**src/rtl/prefetch_queue_if.sv**
```systemverilog
// -----------------------------------------------------------------------------
// prefetch_queue_if
// Groups the prefetch-engine push side, the decoder pop side and the status
// flags of prefetch_queue into one bundle.
//   master : the prefetch engine / decoder pair (drives pushes and pops)
//   slave  : the queue itself
// Signals:
//   pr_reset        flush contents and sticky state
//   signal_limit_do push a GP (limit) fault marker
//   signal_pf_do    push a page-fault marker
//   write_do        push a data entry
//   write_data      {len, data} entry to push
//   accept_do       consumer pops the head entry
//   accept_data     head entry, or bypassed write_data
//   accept_empty    no entry available to the consumer
//   used            stored entry count, 0..DEPTH
//   almost_full     back-pressure hint
//   fault_pending   fault marker queued; pushes blocked
//   overflow        sticky: a push was dropped while full
// -----------------------------------------------------------------------------
interface prefetch_queue_if #(
   parameter int DATA_W     = 32,
   parameter int LEN_W      = 4,
   parameter int DEPTH_LOG2 = 4
);
   logic                    pr_reset;
   logic                    signal_limit_do;
   logic                    signal_pf_do;
   logic                    write_do;
   logic [LEN_W+DATA_W-1:0] write_data;
   logic                    accept_do;
   logic [LEN_W+DATA_W-1:0] accept_data;
   logic                    accept_empty;
   logic [DEPTH_LOG2:0]     used;
   logic                    almost_full;
   logic                    fault_pending;
   logic                    overflow;

   modport master (
      output pr_reset, signal_limit_do, signal_pf_do, write_do, write_data,
             accept_do,
      input  accept_data, accept_empty, used, almost_full, fault_pending,
             overflow
   );

   modport slave (
      input  pr_reset, signal_limit_do, signal_pf_do, write_do, write_data,
             accept_do,
      output accept_data, accept_empty, used, almost_full, fault_pending,
             overflow
   );
endinterface

```
**src/rtl/prefetch_queue.sv**
```systemverilog
// -----------------------------------------------------------------------------
// prefetch_queue
// Show-ahead queue of {length, data} entries between the prefetch engine and
// the decoder's byte consumer. Fault markers are entries whose length field
// carries GP_CODE or PF_CODE; once one is queued, further pushes are ignored
// until a flush. An empty-queue write can be handed straight to the consumer
// (BYPASS_EN). Storage is a plain register array indexed by wrapping pointers;
// full/empty are decided by the entry count, not by pointer comparison.
// Ports:
//   clk    clock
//   rst_n  synchronous active-low reset, sampled on rising clk
//   bus    prefetch_queue_if.slave (push/pop handshake and status flags)
// -----------------------------------------------------------------------------
module prefetch_queue #(
   parameter int DATA_W     = 32,
   parameter int LEN_W      = 4,
   parameter int DEPTH_LOG2 = 4,
   parameter int AF_MARGIN  = 2,
   parameter bit BYPASS_EN  = 1'b1,
   parameter int GP_CODE    = 15,
   parameter int PF_CODE    = 14
) (
   input  logic             clk,
   input  logic             rst_n,
   prefetch_queue_if.slave  bus
);
   localparam int DEPTH = 1 << DEPTH_LOG2;
   localparam int W     = LEN_W + DATA_W;
   localparam logic [DEPTH_LOG2:0] FULL_CNT = (DEPTH_LOG2+1)'(DEPTH);
   localparam logic [DEPTH_LOG2:0] AF_CNT   = (DEPTH_LOG2+1)'(DEPTH - AF_MARGIN);
   localparam logic [LEN_W-1:0]    GP_LEN   = LEN_W'(GP_CODE);
   localparam logic [LEN_W-1:0]    PF_LEN   = LEN_W'(PF_CODE);

   logic [W-1:0]            mem_q [DEPTH];
   logic [DEPTH_LOG2-1:0]   rd_ptr_q, rd_ptr_d;
   logic [DEPTH_LOG2-1:0]   wr_ptr_q, wr_ptr_d;
   logic [DEPTH_LOG2:0]     used_q, used_d;
   logic                    fault_q, fault_d;
   logic                    ovf_q, ovf_d;

   logic                    fault_req;
   logic                    push_req;
   logic [W-1:0]            push_entry;
   logic                    stored_empty;
   logic                    full;
   logic                    bypass;
   logic                    head_empty;
   logic                    pop;
   logic                    bypass_take;
   logic                    do_pop;
   logic                    do_store;

   // NOTE: every signal gets a default at the top of always_comb so no path
   // leaves it unassigned; that is what keeps this block free of latches.
   always_comb begin
      fault_req    = bus.signal_limit_do | bus.signal_pf_do;
      push_req     = (fault_req | bus.write_do) & ~fault_q;
      push_entry   = bus.write_data;
      stored_empty = (used_q == '0);
      full         = (used_q == FULL_CNT);

      // Limit has priority over page fault, which has priority over data.
      if (bus.signal_limit_do) begin
         push_entry = {GP_LEN, {DATA_W{1'b0}}};
      end else if (bus.signal_pf_do) begin
         push_entry = {PF_LEN, {DATA_W{1'b0}}};
      end

      bypass = BYPASS_EN && stored_empty && bus.write_do && !fault_req &&
               !fault_q && !bus.pr_reset;
      head_empty  = stored_empty && !bypass;
      pop         = bus.accept_do && !head_empty;
      // A bypassed write that is consumed at once never touches the array.
      bypass_take = bypass && bus.accept_do;
      do_pop      = pop && !bypass_take;
      // A full queue still takes a push when the same cycle frees a slot.
      do_store    = push_req && !bypass_take && (!full || do_pop);

      rd_ptr_d = rd_ptr_q;
      wr_ptr_d = wr_ptr_q;
      used_d   = used_q;
      fault_d  = fault_q;
      ovf_d    = ovf_q;

      if (bus.pr_reset) begin
         rd_ptr_d = '0;
         wr_ptr_d = '0;
         used_d   = '0;
         fault_d  = 1'b0;
         ovf_d    = 1'b0;
      end else begin
         if (do_pop) begin
            rd_ptr_d = rd_ptr_q + 1'b1;
         end
         if (do_store) begin
            wr_ptr_d = wr_ptr_q + 1'b1;
            if (fault_req) begin
               fault_d = 1'b1;
            end
         end else if (push_req && full) begin
            ovf_d = 1'b1;
         end
         case ({do_store, do_pop})
            2'b10:   used_d = used_q + 1'b1;
            2'b01:   used_d = used_q - 1'b1;
            default: used_d = used_q;
         endcase
      end
   end

   // NOTE: sequential state uses non-blocking assignments so every register
   // samples the pre-edge values, independent of statement order.
   always_ff @(posedge clk) begin
      if (!rst_n) begin
         rd_ptr_q <= '0;
         wr_ptr_q <= '0;
         used_q   <= '0;
         fault_q  <= 1'b0;
         ovf_q    <= 1'b0;
      end else begin
         rd_ptr_q <= rd_ptr_d;
         wr_ptr_q <= wr_ptr_d;
         used_q   <= used_d;
         fault_q  <= fault_d;
         ovf_q    <= ovf_d;
      end
   end

   // NOTE: the entry array has no reset; the count and pointers alone decide
   // which slots are valid, so clearing data would only cost reset routing.
   always_ff @(posedge clk) begin
      if (rst_n && !bus.pr_reset && do_store) begin
         mem_q[wr_ptr_q] <= push_entry;
      end
   end

   assign bus.accept_data   = bypass ? bus.write_data : mem_q[rd_ptr_q];
   assign bus.accept_empty  = head_empty;
   assign bus.used          = used_q;
   assign bus.almost_full   = (used_q >= AF_CNT);
   assign bus.fault_pending = fault_q;
   assign bus.overflow      = ovf_q;

endmodule

```
**src/flat_wrapper.sv**
```systemverilog
// flat-port wrapper written by rule: the top's interface ports become plain ports
module prefetch_queue_flat 
#(
   parameter int DATA_W     = 32,
   parameter int LEN_W      = 4,
   parameter int DEPTH_LOG2 = 4,
   parameter int AF_MARGIN  = 2,
   parameter bit BYPASS_EN  = 1'b1,
   parameter int GP_CODE    = 15,
   parameter int PF_CODE    = 14
)
  (clk, rst_n, bus_pr_reset, bus_signal_limit_do, bus_signal_pf_do, bus_write_do, bus_write_data, bus_accept_do, bus_accept_data, bus_accept_empty, bus_used, bus_almost_full, bus_fault_pending, bus_overflow);
  prefetch_queue_if #(.DATA_W(DATA_W), .LEN_W(LEN_W), .DEPTH_LOG2(DEPTH_LOG2)) bus_i ();
  input  logic clk;
  input  logic rst_n;
  input wire logic [$bits(bus_i.pr_reset)-1:0] bus_pr_reset;
  input wire logic [$bits(bus_i.signal_limit_do)-1:0] bus_signal_limit_do;
  input wire logic [$bits(bus_i.signal_pf_do)-1:0] bus_signal_pf_do;
  input wire logic [$bits(bus_i.write_do)-1:0] bus_write_do;
  input wire logic [$bits(bus_i.write_data)-1:0] bus_write_data;
  input wire logic [$bits(bus_i.accept_do)-1:0] bus_accept_do;
  output wire logic [$bits(bus_i.accept_data)-1:0] bus_accept_data;
  output wire logic [$bits(bus_i.accept_empty)-1:0] bus_accept_empty;
  output wire logic [$bits(bus_i.used)-1:0] bus_used;
  output wire logic [$bits(bus_i.almost_full)-1:0] bus_almost_full;
  output wire logic [$bits(bus_i.fault_pending)-1:0] bus_fault_pending;
  output wire logic [$bits(bus_i.overflow)-1:0] bus_overflow;
  assign bus_i.pr_reset = bus_pr_reset;
  assign bus_i.signal_limit_do = bus_signal_limit_do;
  assign bus_i.signal_pf_do = bus_signal_pf_do;
  assign bus_i.write_do = bus_write_do;
  assign bus_i.write_data = bus_write_data;
  assign bus_i.accept_do = bus_accept_do;
  assign bus_accept_data = bus_i.accept_data;
  assign bus_accept_empty = bus_i.accept_empty;
  assign bus_used = bus_i.used;
  assign bus_almost_full = bus_i.almost_full;
  assign bus_fault_pending = bus_i.fault_pending;
  assign bus_overflow = bus_i.overflow;
  prefetch_queue #(.DATA_W(DATA_W), .LEN_W(LEN_W), .DEPTH_LOG2(DEPTH_LOG2), .AF_MARGIN(AF_MARGIN), .BYPASS_EN(BYPASS_EN), .GP_CODE(GP_CODE), .PF_CODE(PF_CODE)) u_core (.clk(clk), .rst_n(rst_n), .bus(bus_i));
endmodule
```
**config.mk**
```make
export PLATFORM = sky130hd
export DESIGN_NAME = prefetch_queue_flat
export DESIGN_NICKNAME = d
export VERILOG_FILES = /design/src/rtl/prefetch_queue_if.sv /design/src/rtl/prefetch_queue.sv /design/src/flat_wrapper.sv
export SDC_FILE = /design/constraint.sdc
export NUM_CORES = 1
export LEC_CHECK = 0
export BUFFER_PORTS_ARGS = -buffer_cell sky130_fd_sc_hd__clkbuf_2
export CAP_MARGIN = 30
export CORE_MARGIN = 2
export CORE_UTILIZATION = 55
export DETAILED_ROUTE_END_ITERATION = 8
export GPL_ROUTABILITY_DRIVEN = 0
export PLACE_DENSITY = 0.72
export SLEW_MARGIN = 20
export SYNTH_ARGS = -nofsm -noshare
export SYNTH_HDL_FRONTEND = slang
export SYNTH_SLANG_ARGS = --single-unit
```
**constraint.sdc**
```tcl
create_clock -name clk -period 7.6 [get_ports clk]
set_input_delay 1.14 -clock clk [delete_from_list [all_inputs] [get_ports clk]]
set_output_delay 1.14 -clock clk [all_outputs]
set_load 0.03 [all_outputs]
```
==> reports/metrics.cfg <==
[sta]
fin_crit_sh=0.639
setup_tns_ps=0
finalMaxSlewViolations=0
max_freq_mhz=206
relSlewSlack=0.419
clock_skew_ps=15.5
worst_hold_slack_ps=510
setup_viol=0
grt_setup_unrepaired=no
finalCriticalPeriod_ps=4850
hold_violations=0
worst_slew_pin_slew_ps=872

[yosys]
syn_inst=1103
syn_avg_cell_area_um2=21.0
synthesis.area_um2=23200
async_reset_ff_frac=0
synthDistinctLibCells=43
synth_edf_count=576
ys_seq_area_frac=0.761
ys_warn_count=0
ys_ff_latch=595
synthesis.nets=1155
synth-main-ff-cell=edfxtp_1

[cts]
cts_sinks=595
cts.hold.buffers_added=0
cts_max_level=2
cts_tree=built
cts_setup_buffers=0
numCtsBuffers=58
clockRootBuffer=clkbuf_16
clk_latency_ps=600
clock_path_buffers=3
cts.reportedPaths.clkPinSlew_ps=60
cts_resized=0

[setup_path]
crit_buf_inv=2
reg2reg_from=u_core.bus.used[1]$_SDFFE_PP0P_
worst_ep_arrival_time_ps=3710
startpoint_type=flip-flop
crit_path_top_delay_cell=dfxtp_4
r2r_slack_ps=4050
rr_endpoint=u_core.mem_q[12][21]$_DFFE_PP_
required_ps=6460
cp_top_family=buffers and inverters
critPathKind=flip-flop to primary output
cp_cell_sequence=buf_12 > mux4_2 > mux2_2 > o22ai_1 > a21oi_1 > clkbuf_2
critPathMaxStageDelay_ps=880
rr_worst_depth=6
critPathCaptureType=primary output
critPathMaxFanout=106

[floorplan]
io_pins=88
die_y_um=209
dieArea_um2=43900
core_area_um2=41900
fp-row-count=75
die_x_um=209
initial_core_util=0.555

[route]
wire_per_inst_um=27.4
via_per_inst=6.31
remaining_drc_errors=0
vias=11327
drt-initial-drc-count=1093
ant_nets=0
drt_pass1_iterations=5
finalWirelength_mm=49.2

[hold_path]
holdCritPathClass=flip-flop to flip-flop
worstHoldStart=u_core.bus.used[4]$_SDFFE_PP0P_
holdPathStages=2
hold-path-endpoint=u_core.bus.used[4]$_SDFFE_PP0P_

[global_routing]
grt_pass1_wl_mm=73.5
grt_start_max_net_pins=107
grt_remaining_overflow=0
antenna_found_initial=0
track_usage=0.231
grt_pass1_vias=11627

[placement]
place_area_um2=24400
port_buffers=87
dp.final_hpwl_mm=25.9
dp_cells=1689

[power]
power_frac_comb=0.035
p_sw_frac=0.203
intPower_mw=5.21
clkPwrFrac=0.414
seq_power_share=0.551
power.density_nw_per_um2=250
p_sw_mw=1.33
ir_worst_vdd_mv=0.182
leakagePower_nw=8.05

[cells_and_area]
fillers=2842
finalInstanceArea_um2=26200
finalNetCount=1263
stdcell_count=1796
final_util=0.626
diodes=0
drive_gt1_frac=0.317
syn_to_final_growth_pct=12.9

[flow_run]
cap_violations=0

[run_status]
status=completed

[per-layer routing]
layer	up-vias	track usage	wire length, um
li1	4838	-	-
met2	467	0.374	24300
met4	0	0.0736	1160
met5	-	0	0
met1	5948	0.331	20300
met3	74	0.0340	3450
[power groups by stage]
stage                     Sequential [mW]  Combinational, mW  Clock, mW
after floorplan                      3.68              0.144          0
after global placement               3.68              0.221          0
after detailed placement             3.68              0.227          0
after CTS                            3.61              0.228       2.75
after global routing                 3.61              0.246       2.88
final                                3.61              0.229       2.71
[sequential cells by signal (all words and copies together) (netlist names), named ones only]
name / flops
u_core.mem_q: 576
u_core.bus.used: 5
u_core.rd_ptr_q: 4
u_core.wr_ptr_q: 4
u_core.bus.fault_pending: 1
u_core.bus.overflow: 1
[logic make-up after synthesis]
family / share of synthesized area
compound gates: 0.0337
xor+xnor: 0.00226
fa+ha+maj: 0.00485
buf+inv: 0.0137
flops: 0.761
mux: 0.158
simple gates: 0.0256
[tightest hold or removal path, delay by kind of cell, from the launching register on]
family,cells,cell delay [ps]
DFF,1,330
AOI/OAI and AO/OA,2,130
[worst max path at each step]
| stage | end | depth (start not counted) | start | slack, ps |
|---|---|---|---|---|
| finish | bus_accept_data[28] | 6 | flip-flop | 2750 |
| floorplan | u_core.mem_q[12][0]$_DFFE_PP_ | 5 | bus_signal_pf_do | 3710 |
| CTS | bus_accept_data[28] | 6 | flip-flop | 2580 |
| global route | bus_accept_data[28] | 6 | flip-flop | 2430 |
| detailed placement | bus_accept_data[28] | 8 | bus_signal_pf_do | 2610 |
| global placement | bus_accept_data[22] | 8 | bus_signal_pf_do | 2830 |
[Yosys cell counts (2+ instances only)]
| library cell | number | area share |
|---|---|---|
| or3_1 | 7 | 0.0019 |
| ha_1 | 9 | 0.0049 |
| xor2_1 | 4 | 0.0015 |
| nor2b_1 | 2 | 0.00054 |
| edfxtp_1 | 576 | 0.74 |
| dfxtp_1 | 19 | 0.016 |
| buf_4 | 8 | 0.0026 |
| buf_1 | 7 | 0.0011 |
| a21o_1 | 2 | 0.00065 |
| xnor2_1 | 2 | 0.00075 |
| inv_1 | 7 | 0.0011 |
| mux2i_1 | 2 | 0.00086 |
| o21ai_0 | 3 | 0.00065 |
| mux2_2 | 37 | 0.018 |
| clkbuf_1 | 31 | 0.0050 |
| nor2_1 | 30 | 0.0049 |
| nand3_1 | 4 | 0.00086 |
| a21oi_1 | 43 | 0.0093 |
| mux4_2 | 144 | 0.14 |
| buf_2 | 17 | 0.0037 |
| and2_1 | 33 | 0.0089 |
| nand2b_1 | 5 | 0.0013 |
| nand2_1 | 19 | 0.0031 |
| o22ai_1 | 73 | 0.020 |
[cells in the final DEF, fill, tap and decap left out, drive strengths merged, types with 10 or more instances in the layout]
master / n
edfxtp: 576
clkbuf: 166
mux4: 144
o22ai: 73
a21oi: 43
mux2: 37
and2: 34
nor2: 30
buf: 24
clkinv: 21
nand2: 20
dfxtp: 19
inv: 10
[metrics by stage]
step           worst slack (ps)  power, mW
2_1_floorplan              3710       3.82
3_3_place_gp               2830       3.90
3_5_place_dp               2610       3.90
4_1_cts                    2580       6.58
5_1_grt                    2430       6.74
6_report                   2750       6.54
[layout make-up]
| cell class | instances | area (um2) | area share |
|---|---|---|---|
| repair buffers | 111 | 661 | 0.0252 |
| flip-flops and latches | 595 | 17700 | 0.675 |
| multi-input cells | 437 | 5360 | 0.205 |
| clock buffers | 79 | 1570 | 0.0599 |
| clock inverters | 27 | 224 | 0.00855 |
| inverters | 8 | 30.0 | 0.00115 |
| well taps | 539 | 674 | 0.0257 |
Note: power is estimated with default switching activity, not from simulation.
